===== src/rtl/serial_adder.sv =====
// Bit-serial adder: one full adder walks a+b+cin LSB-first over WIDTH cycles.
// Result appears WIDTH+1 edges after start (accept edge counted); start is ignored while busy, accepted in DONE.
module serial_adder #(
    parameter int WIDTH = 8
) (
    input  logic             clk,
    input  logic             rst,
    input  logic             start,
    input  logic [WIDTH-1:0] a,
    input  logic [WIDTH-1:0] b,
    input  logic             cin,
    output logic [WIDTH-1:0] sum,
    output logic             cout,
    output logic             busy,
    output logic             done
);

    localparam int CW = (WIDTH > 2) ? $clog2(WIDTH) : 1;
    localparam logic [CW-1:0] LAST_BIT = CW'(WIDTH - 1);

    typedef enum logic [1:0] {
        IDLE  = 2'd0,
        SHIFT = 2'd1,
        DONE  = 2'd2
    } state_t;

    state_t           state_q, state_d;
    logic [WIDTH-1:0] opa_q, opa_d;
    logic [WIDTH-1:0] opb_q, opb_d;
    logic [WIDTH-1:0] res_q, res_d;
    logic             carry_q, carry_d;
    logic [CW-1:0]    cnt_q, cnt_d;
    logic [WIDTH-1:0] sum_q, sum_d;
    logic             cout_q, cout_d;

    logic             fa_s;
    logic             fa_c;
    logic [WIDTH-1:0] res_shifted;

    assign fa_s        = opa_q[0] ^ opb_q[0] ^ carry_q;
    assign fa_c        = (opa_q[0] & opb_q[0]) | (opa_q[0] & carry_q) | (opb_q[0] & carry_q);
    assign res_shifted = {fa_s, res_q[WIDTH-1:1]};

    always_comb begin
        state_d = state_q;
        opa_d   = opa_q;
        opb_d   = opb_q;
        res_d   = res_q;
        carry_d = carry_q;
        cnt_d   = cnt_q;
        sum_d   = sum_q;
        cout_d  = cout_q;

        unique case (state_q)
            SHIFT: begin
                res_d   = res_shifted;
                opa_d   = opa_q >> 1;
                opb_d   = opb_q >> 1;
                carry_d = fa_c;
                cnt_d   = cnt_q + CW'(1);
                // The last bit lands in the result and the outputs on the same edge.
                if (cnt_q == LAST_BIT) begin
                    state_d = DONE;
                    sum_d   = res_shifted;
                    cout_d  = fa_c;
                end
            end
            default: begin
                state_d = IDLE;
                if (start) begin
                    state_d = SHIFT;
                    opa_d   = a;
                    opb_d   = b;
                    carry_d = cin;
                    cnt_d   = '0;
                end
            end
        endcase
    end

    always_ff @(posedge clk) begin
        if (rst) begin
            state_q <= IDLE;
            opa_q   <= '0;
            opb_q   <= '0;
            res_q   <= '0;
            carry_q <= 1'b0;
            cnt_q   <= '0;
            sum_q   <= '0;
            cout_q  <= 1'b0;
        end else begin
            state_q <= state_d;
            opa_q   <= opa_d;
            opb_q   <= opb_d;
            res_q   <= res_d;
            carry_q <= carry_d;
            cnt_q   <= cnt_d;
            sum_q   <= sum_d;
            cout_q  <= cout_d;
        end
    end

    assign sum  = sum_q;
    assign cout = cout_q;
    assign busy = (state_q == SHIFT);
    assign done = (state_q == DONE);

endmodule


===== config.mk =====
export PLATFORM = sky130hd
export DESIGN_NAME = serial_adder
export DESIGN_NICKNAME = d
export VERILOG_FILES = /design/src/rtl/serial_adder.sv
export SDC_FILE = /design/constraint.sdc
export NUM_CORES = 1
export LEC_CHECK = 0
export ABC_AREA = 1
export CORE_ASPECT_RATIO = 2
export CORE_MARGIN = 4
export CORE_UTILIZATION = 57
export CTS_BUF_LIST = sky130_fd_sc_hd__clkbuf_2 sky130_fd_sc_hd__clkbuf_4 sky130_fd_sc_hd__clkbuf_8
export CTS_CLUSTER_SIZE = 25
export DETAILED_ROUTE_END_ITERATION = 7
export PLACE_DENSITY = 0.9
export SLEW_MARGIN = 20
export SYNTH_ARGS = -nofsm -noshare
export SYNTH_HDL_FRONTEND = slang
export SYNTH_SLANG_ARGS = --single-unit

===== constraint.sdc =====
create_clock -name clk -period 2.7 [get_ports clk]
set_clock_uncertainty 0.1 [all_clocks]
set_input_delay 0.54 -clock clk [delete_from_list [all_inputs] [get_ports clk]]
set_output_delay 0.54 -clock clk [all_outputs]
set_load 0.005 [all_outputs]

# After elaboration in Yosys (flattened, before gate mapping)
# Index checks and enable logic that the tools add are counted.
# totals
inputBits	20
wordCells	36
output_inout_bits	11
ff_bits	39
# op_classes
n_reduce_logical	3
mux	11
n_addsub	1
n_eq_ne	4
bitwise	7
# op_table
cell	count
2-to-1 mux 7 bit	4
2-to-1 mux 3 bit	2
2-to-1 mux 2 bit	2
adder 3 x 1 -> 3 bit (second input constant)	1
bitwise AND 1 bit	3
== test 3 bit (second input constant)	1
2-to-1 mux 1 bit	3
== test 2 x 1 -> 1 bit (second input constant)	1
== test 2 bit (second input constant)	1
!= test 2 x 1 -> 1 bit (second input constant)	1
OR 1 bit	2
AND reduction 2 bit	1
nonzero test 2 bit	1
OR reduction 2 bit	1
bitwise XOR 1 bit	2

# Logic depth before layout (Yosys ltp)
# Gate-level depths: netlist of run 1.
# depth
depth_word	4
depth_mapped	7
depth_no_buf	6

# Least setup slack after synthesis of run 1
# OpenSTA, ideal clock, no wires.
# synth_path
path_type	reg-to-output
startpoint	register state_q[0]
endpoint	output busy
stages_incl_launch_ff	5
setup_slack_ns	1.276
arrival_time_ns	0.784
cell_sequence	dfxtp_1 > inv_1 > nor2_2 > buf_6 > buf_4
# synth_between
elab_chain_cells	1
# synth_lines
element	line	source
from (decl)	27	state_t state_q, state_d;
from (signal assigned)	92	state_q <= state_d;
== test 2 x 1 -> 1 bit	105	assign busy = (state_q == SHIFT);
to (decl)	14	output logic busy,
# Every way passes these cells.

# Worst setup path after layout of run 1
# Same ends and word-level chain as after synthesis.

==> results.cfg, run 1 <==
[final_layout]
num-nets-final = 269
drive_gt1_frac = 0.0569
areaGrowthSynthToFinish_pct = 22.1
antenna_cells = 0
finalInstanceArea_sq_mm = 0.00196

[yosys]
synth.cell_area_sq_mm = 0.00161
ys_seq_area_frac = 0.473
ys_ff_latch = 38
syn_avg_cell_area_sq_um = 7.35
yosysWarnings = 0
postSynthCellCount = 219
synth_nets = 242
synth_cell_type_count = 18

[power_and_ir_drop]
ir_drop_mv = 0.473
p_leak_uw = 0.000942
power_density_mw_per_mm2 = 554

[timing]
setup_tns_ns = 0
hold_viol = 0
drv_slew = 0
finalSetupViolCount = 0
holdWs_ns = 0.349
final.period_utilization = 0.767
period_needed_ns = 2.07
worstMarginPinSlew_ns = 0.700
fmax_mhz = 483
rsz0062_at_grt = false
timing.slew.headroom = 0.533

[grt]
grt_pass1_vias = 1370
overflow = 0
grt_antenna_before_repair = 0
grt_use_total = 0.191
grt_first_pass_wirelength_mm = 5.44
grt_start_max_net_pins = 38

[routing]
wl_per_cell_um = 11.7
first_pass_iters = 6
wirelength_mm = 3.21
drc = 0
final_antenna_net_count = 0
vias = 1457
drtIter0Drc = 21
via_per_inst = 5.30

[floorplan]
die_w_um = 45.6
die_area_sq_mm = 0.00379
ioPinCount = 31
coreArea_sq_mm = 0.00274
rows = 27
fp.dieH_um = 83.1
start_util = 0.588

[place]
io_buffers = 30
post_dp_cell_area_sq_mm = 0.00189
dp_hpwl_mm = 2.26
gp_congestion = 0.733

[worst_setup_path]
worst-path-max-fanout = 3
critical_path_required_ns = 2.06
critPathKind = flip-flop to output pin
cp-start-kind = flip-flop
cp_data_arrival_time_ns = 1.43
worstSetupEndpointType = output pin

[cts]
cts_tree = yes
root_buffer = clkbuf_8
cts_max_level = 2
clock_sinks = 38
numCtsBuffers = 5
worstSkewPairLatency_ns = 0.29
hold_buffers = 0
clkTransAtPathRegs_ns = 0.07
cts_resized = 0
post_cts_buffers = 0
cts.path.max_buffers = 2

[flow_run]
drv_cap = 0

[status]
status = finished, final reports clean

[worst_hold_path]
min_path_type = flip-flop to flip-flop
[Yosys cell counts (all sizes together)]
| cell type | count | share of area |
|---|---|---|
| inv | 20 | 0.047 |
| nor2 | 19 | 0.051 |
| a211oi | 2 | 0.0093 |
| ha | 2 | 0.016 |
| dfxtp | 38 | 0.47 |
| nand3 | 54 | 0.17 |
| fa | 1 | 0.012 |
| clkbuf | 1 | 0.0023 |
| nand2 | 59 | 0.14 |
| o21ai | 8 | 0.025 |
| a21oi | 3 | 0.0093 |
| buf | 12 | 0.049 |
[cells by family (layout without fill, tap and decap cells)]
group,after synthesis,count (layout),share of synthesized area
fa+ha+maj,3,3,0.0280
flops,38,38,0.473
compound gates,13,13,0.0435
buf+inv,33,60,0.0980
simple gates,132,132,0.358
[stage by stage]
step	power (uW)	std cells	utilization	setup WS, ns
3_5_place_dp	741	268	0.689	0.500
4_1_cts	1100	275	0.718	0.616
3_3_place_gp	736	268	0.689	0.525
2_1_floorplan	696	219	-	1.28
6_report	1090	275	0.718	0.630
5_1_grt	1140	275	0.718	0.525
[critical path: stages, from the launching register on]
cell	delay (ns)
dfxtp_1	0.37
inv_1	0.06
nor2_2	0.18
clkdlybuf4s50_1	0.54
[metal layers]
layer	share of wire	global-route usage
met1	0.39	0.184
met2	0.52	0.329
met3	0.045	0.0521
met4	0.035	0.115
met5	0	0
[cells in the final DEF, fill, tap and decap left out, types with 2 or more instances in the layout]
cell type	n
a211oi_1	2
a21oi_1	3
buf_4	3
clkbuf_8	5
clkdlybuf4s50_1	30
clkinv_2	2
dfxtp_1	38
ha_1	2
inv_1	19
nand2_1	58
nand3_1	54
nor2_1	17
o21ai_0	8
[report_power, final]
group | total [uW] | switching, uW | internal [uW]
Sequential | 602 | 15.8 | 586
Combinational | 126 | 68.8 | 57.3
Clock | 360 | 187 | 173
[area by class of cell]
| class | instances | area, sq um |
|---|---|---|
| Tap cell | 29 | 36.3 |
| Timing Repair Buffer | 33 | 323 |
| Clock inverter | 2 | 10.0 |
| Inverter | 20 | 75.1 |
| Sequential cell | 38 | 761 |
| Fill cell | 239 | 772 |
| Clock buffer | 5 | 68.8 |
| Multi-Input combinational cell | 148 | 691 |
[path summary, 6_finish.rpt]
| kind | start | endpoint | cells after the start | slack, ns |
|---|---|---|---|---|
| max | state_q[0] | busy | 3 | 0.63 |
| min | res_q[1] | sum[0] | 2 | 0.35 |
| max reg2reg | state_q[0] | sum[7] | 6 | 1.16 |
| min reg2reg | res_q[1] | sum[0] | 2 | 0.35 |
[flip-flops by register name (all words and copies together), names as in the netlist]
register  cells
opa_q         8
opb_q         8
sum           8
res_q         7
cnt_q         3
state_q       2
carry_q       1
cout          1
Note: power is estimated with default switching activity, not from simulation.
==> run 2: changes to the inputs <==
--- a/config.mk
+++ b/config.mk
@@ -8,11 +8,11 @@
 export ABC_AREA = 1
 export CORE_ASPECT_RATIO = 2
 export CORE_MARGIN = 4
-export CORE_UTILIZATION = 57
+export CORE_UTILIZATION = 53
 export CTS_BUF_LIST = sky130_fd_sc_hd__clkbuf_2 sky130_fd_sc_hd__clkbuf_4 sky130_fd_sc_hd__clkbuf_8
 export CTS_CLUSTER_SIZE = 25
 export DETAILED_ROUTE_END_ITERATION = 7
-export PLACE_DENSITY = 0.9
+export PLACE_DENSITY = 0.84
 export SLEW_MARGIN = 20
 export SYNTH_ARGS = -nofsm -noshare
 export SYNTH_HDL_FRONTEND = slang
==> constraint.sdc (replaced) <==
create_clock -name clk -period 2.15 [get_ports clk]
set_clock_uncertainty 0.1 [all_clocks]
set_input_delay 0.43 -clock clk [delete_from_list [all_inputs] [get_ports clk]]
set_output_delay 0.43 -clock clk [all_outputs]
set_load 0.005 [all_outputs]
==> run 2 against run 1 <==
Power rose by 39%. Clock-buffer cell count unchanged. Utilization down 3.7 points. Sequential power increased by 26%. Design area rose by 2.0%. Hold slack improved by 0.015 ns. Clock power rose by 64%. Register-to-register slack got worse by 0.79 ns. Flip-flop and latch count did not move. Via count grew 1.3%. Non-clock buffer count increased by 1. Worst setup slack got worse by 0.45 ns. Critical path type unchanged. Largest cell class unchanged.
==> results.cfg, run 2 (synthesis results as in run 1) <==
[status]
status = finished, final reports clean

[timing]
timing.slew.headroom = 0.597
fmax_mhz = 508
setup_tns_ns = 0
worstMarginPinSlew_ns = 0.603
drv_slew = 0
hold_viol = 0
rsz0062_at_grt = false
postLayoutSetupSlackWorst_ns = 0.181
final.period_utilization = 0.916
period_needed_ns = 1.97
finalSetupViolCount = 0

[floorplan]
die_area_sq_mm = 0.00403
die_w_um = 47.0
start_util = 0.547
fp.dieH_um = 85.9
coreArea_sq_mm = 0.00294
ioPinCount = 31
rows = 28

[flow_run]
drv_cap = 0

[cts]
cts_resized = 0
root_buffer = clkbuf_8
numCtsBuffers = 5
hold_buffers = 0
post_cts_buffers = 0
clock_sinks = 38
cts_max_level = 2
cts_tree = yes
cts.path.max_buffers = 2
clkTransAtPathRegs_ns = 0.07
worstSkewPairLatency_ns = 0.29

[worst_setup_path]
critPathKind = flip-flop to output pin
cp-start-kind = flip-flop
worstSetupEndpointType = output pin
worst-path-max-fanout = 2
critical_path_required_ns = 1.62
cp_data_arrival_time_ns = 1.44

[place]
dp_cells = 270
gp_congestion = 0.773
place_ws_ns = 0.281
io_buffers = 30
dp_hpwl_mm = 2.40

[grt]
grt_first_pass_wirelength_mm = 6.09
grt_pass1_vias = 1459
grt_antenna_before_repair = 0
grt_start_max_net_pins = 38
grt_use_total = 0.205
overflow = 0

[power_and_ir_drop]
power_uw = 1510
ir_drop_mv = 0.819
p_leak_uw = 0.000961
power_density_mw_per_mm2 = 752

[routing]
wl_per_cell_um = 12.4
first_pass_iters = 4
met2_length_mm = 1.87
vias = 1476
via_per_inst = 5.31
drt-met1-wl_mm = 1.27
wirelength_mm = 3.45
drtIter0Drc = 21
highest_layer = met4
drc = 0
wl_met3_um = 135
final_antenna_net_count = 0

[final_layout]
antenna_cells = 0
final_cell_mix = 58 x nand2_1, 54 x nand3_1, 38 x dfxtp_1
fin_cells = 278
num-nets-final = 270
areaGrowthSynthToFinish_pct = 24.5
fin_util = 0.681
drive_gt1_frac = 0.0645
final_common_cell = nand2_1

[worst_hold_path]
min_path_type = flip-flop to flip-flop
## run 2: changes by cell type in the layout (fill, tap and decap cells not counted)
cell       change
buf_4          +1
bufinv_16      +1
## run 2: metal layers
layer	GRT usage	up-vias
met4	0.121	0
met3	0.0441	12
li1	-	753
met2	0.359	32
met1	0.202	679
met5	0	-
## run 2: cell type report
type | instances | area (sq um)
Fill cell | 268 | 940
Sequential cell | 38 | 761
Clock inverter | 3 | 40.0
Tap cell | 30 | 37.5
Clock buffer | 5 | 68.8
Timing Repair Buffer | 34 | 330
Inverter | 20 | 75.1
Multi-Input combinational cell | 148 | 691
## run 2: worst max-delay path, stage by stage (launching register included)
cell,delay [ns]
dfxtp_1,0.35
inv_1,0.07
nor2_1,0.19
clkdlybuf4s50_1,0.55
## run 2: path summary, 6_finish.rpt
kind	from	slack [ns]	endpoint	cells after the start
max	state_q[1]	0.18	done	3
min	res_q[3]	0.36	sum[2]	2
max reg2reg	state_q[0]	0.37	sum[5]	7
min reg2reg	res_q[3]	0.36	sum[2]	2
## run 2: where the power goes
group          switching, uW  internal (uW)  leakage [uW]
registers               21.1            736      0.000311
clock network            249            341     0.0000579
logic                   86.9           73.0      0.000592
total                    357           1150      0.000961
## run 2: metrics by stage
| stage | cell area [sq um] | hold slack (ns) |
|---|---|---|
| 2_1_floorplan | 1610 | 0.320 |
| 3_3_place_gp | 1890 | 0.329 |
| 3_5_place_dp | 1890 | 0.356 |
| 4_1_cts | 2000 | 0.369 |
| 5_1_grt | 2000 | 0.395 |
| 6_report | 2000 | 0.364 |
==> run 3: changes to the inputs <==
--- a/config.mk
+++ b/config.mk
@@ -12,6 +12,7 @@
 export CTS_BUF_LIST = sky130_fd_sc_hd__clkbuf_2 sky130_fd_sc_hd__clkbuf_4 sky130_fd_sc_hd__clkbuf_8
 export CTS_CLUSTER_SIZE = 25
 export DETAILED_ROUTE_END_ITERATION = 7
+export HOLD_SLACK_MARGIN = 0.08
 export PLACE_DENSITY = 0.84
 export SLEW_MARGIN = 20
 export SYNTH_ARGS = -nofsm -noshare
==> results of run 3 <==
Final layout, timing and power as in run 2 (identical DEF).
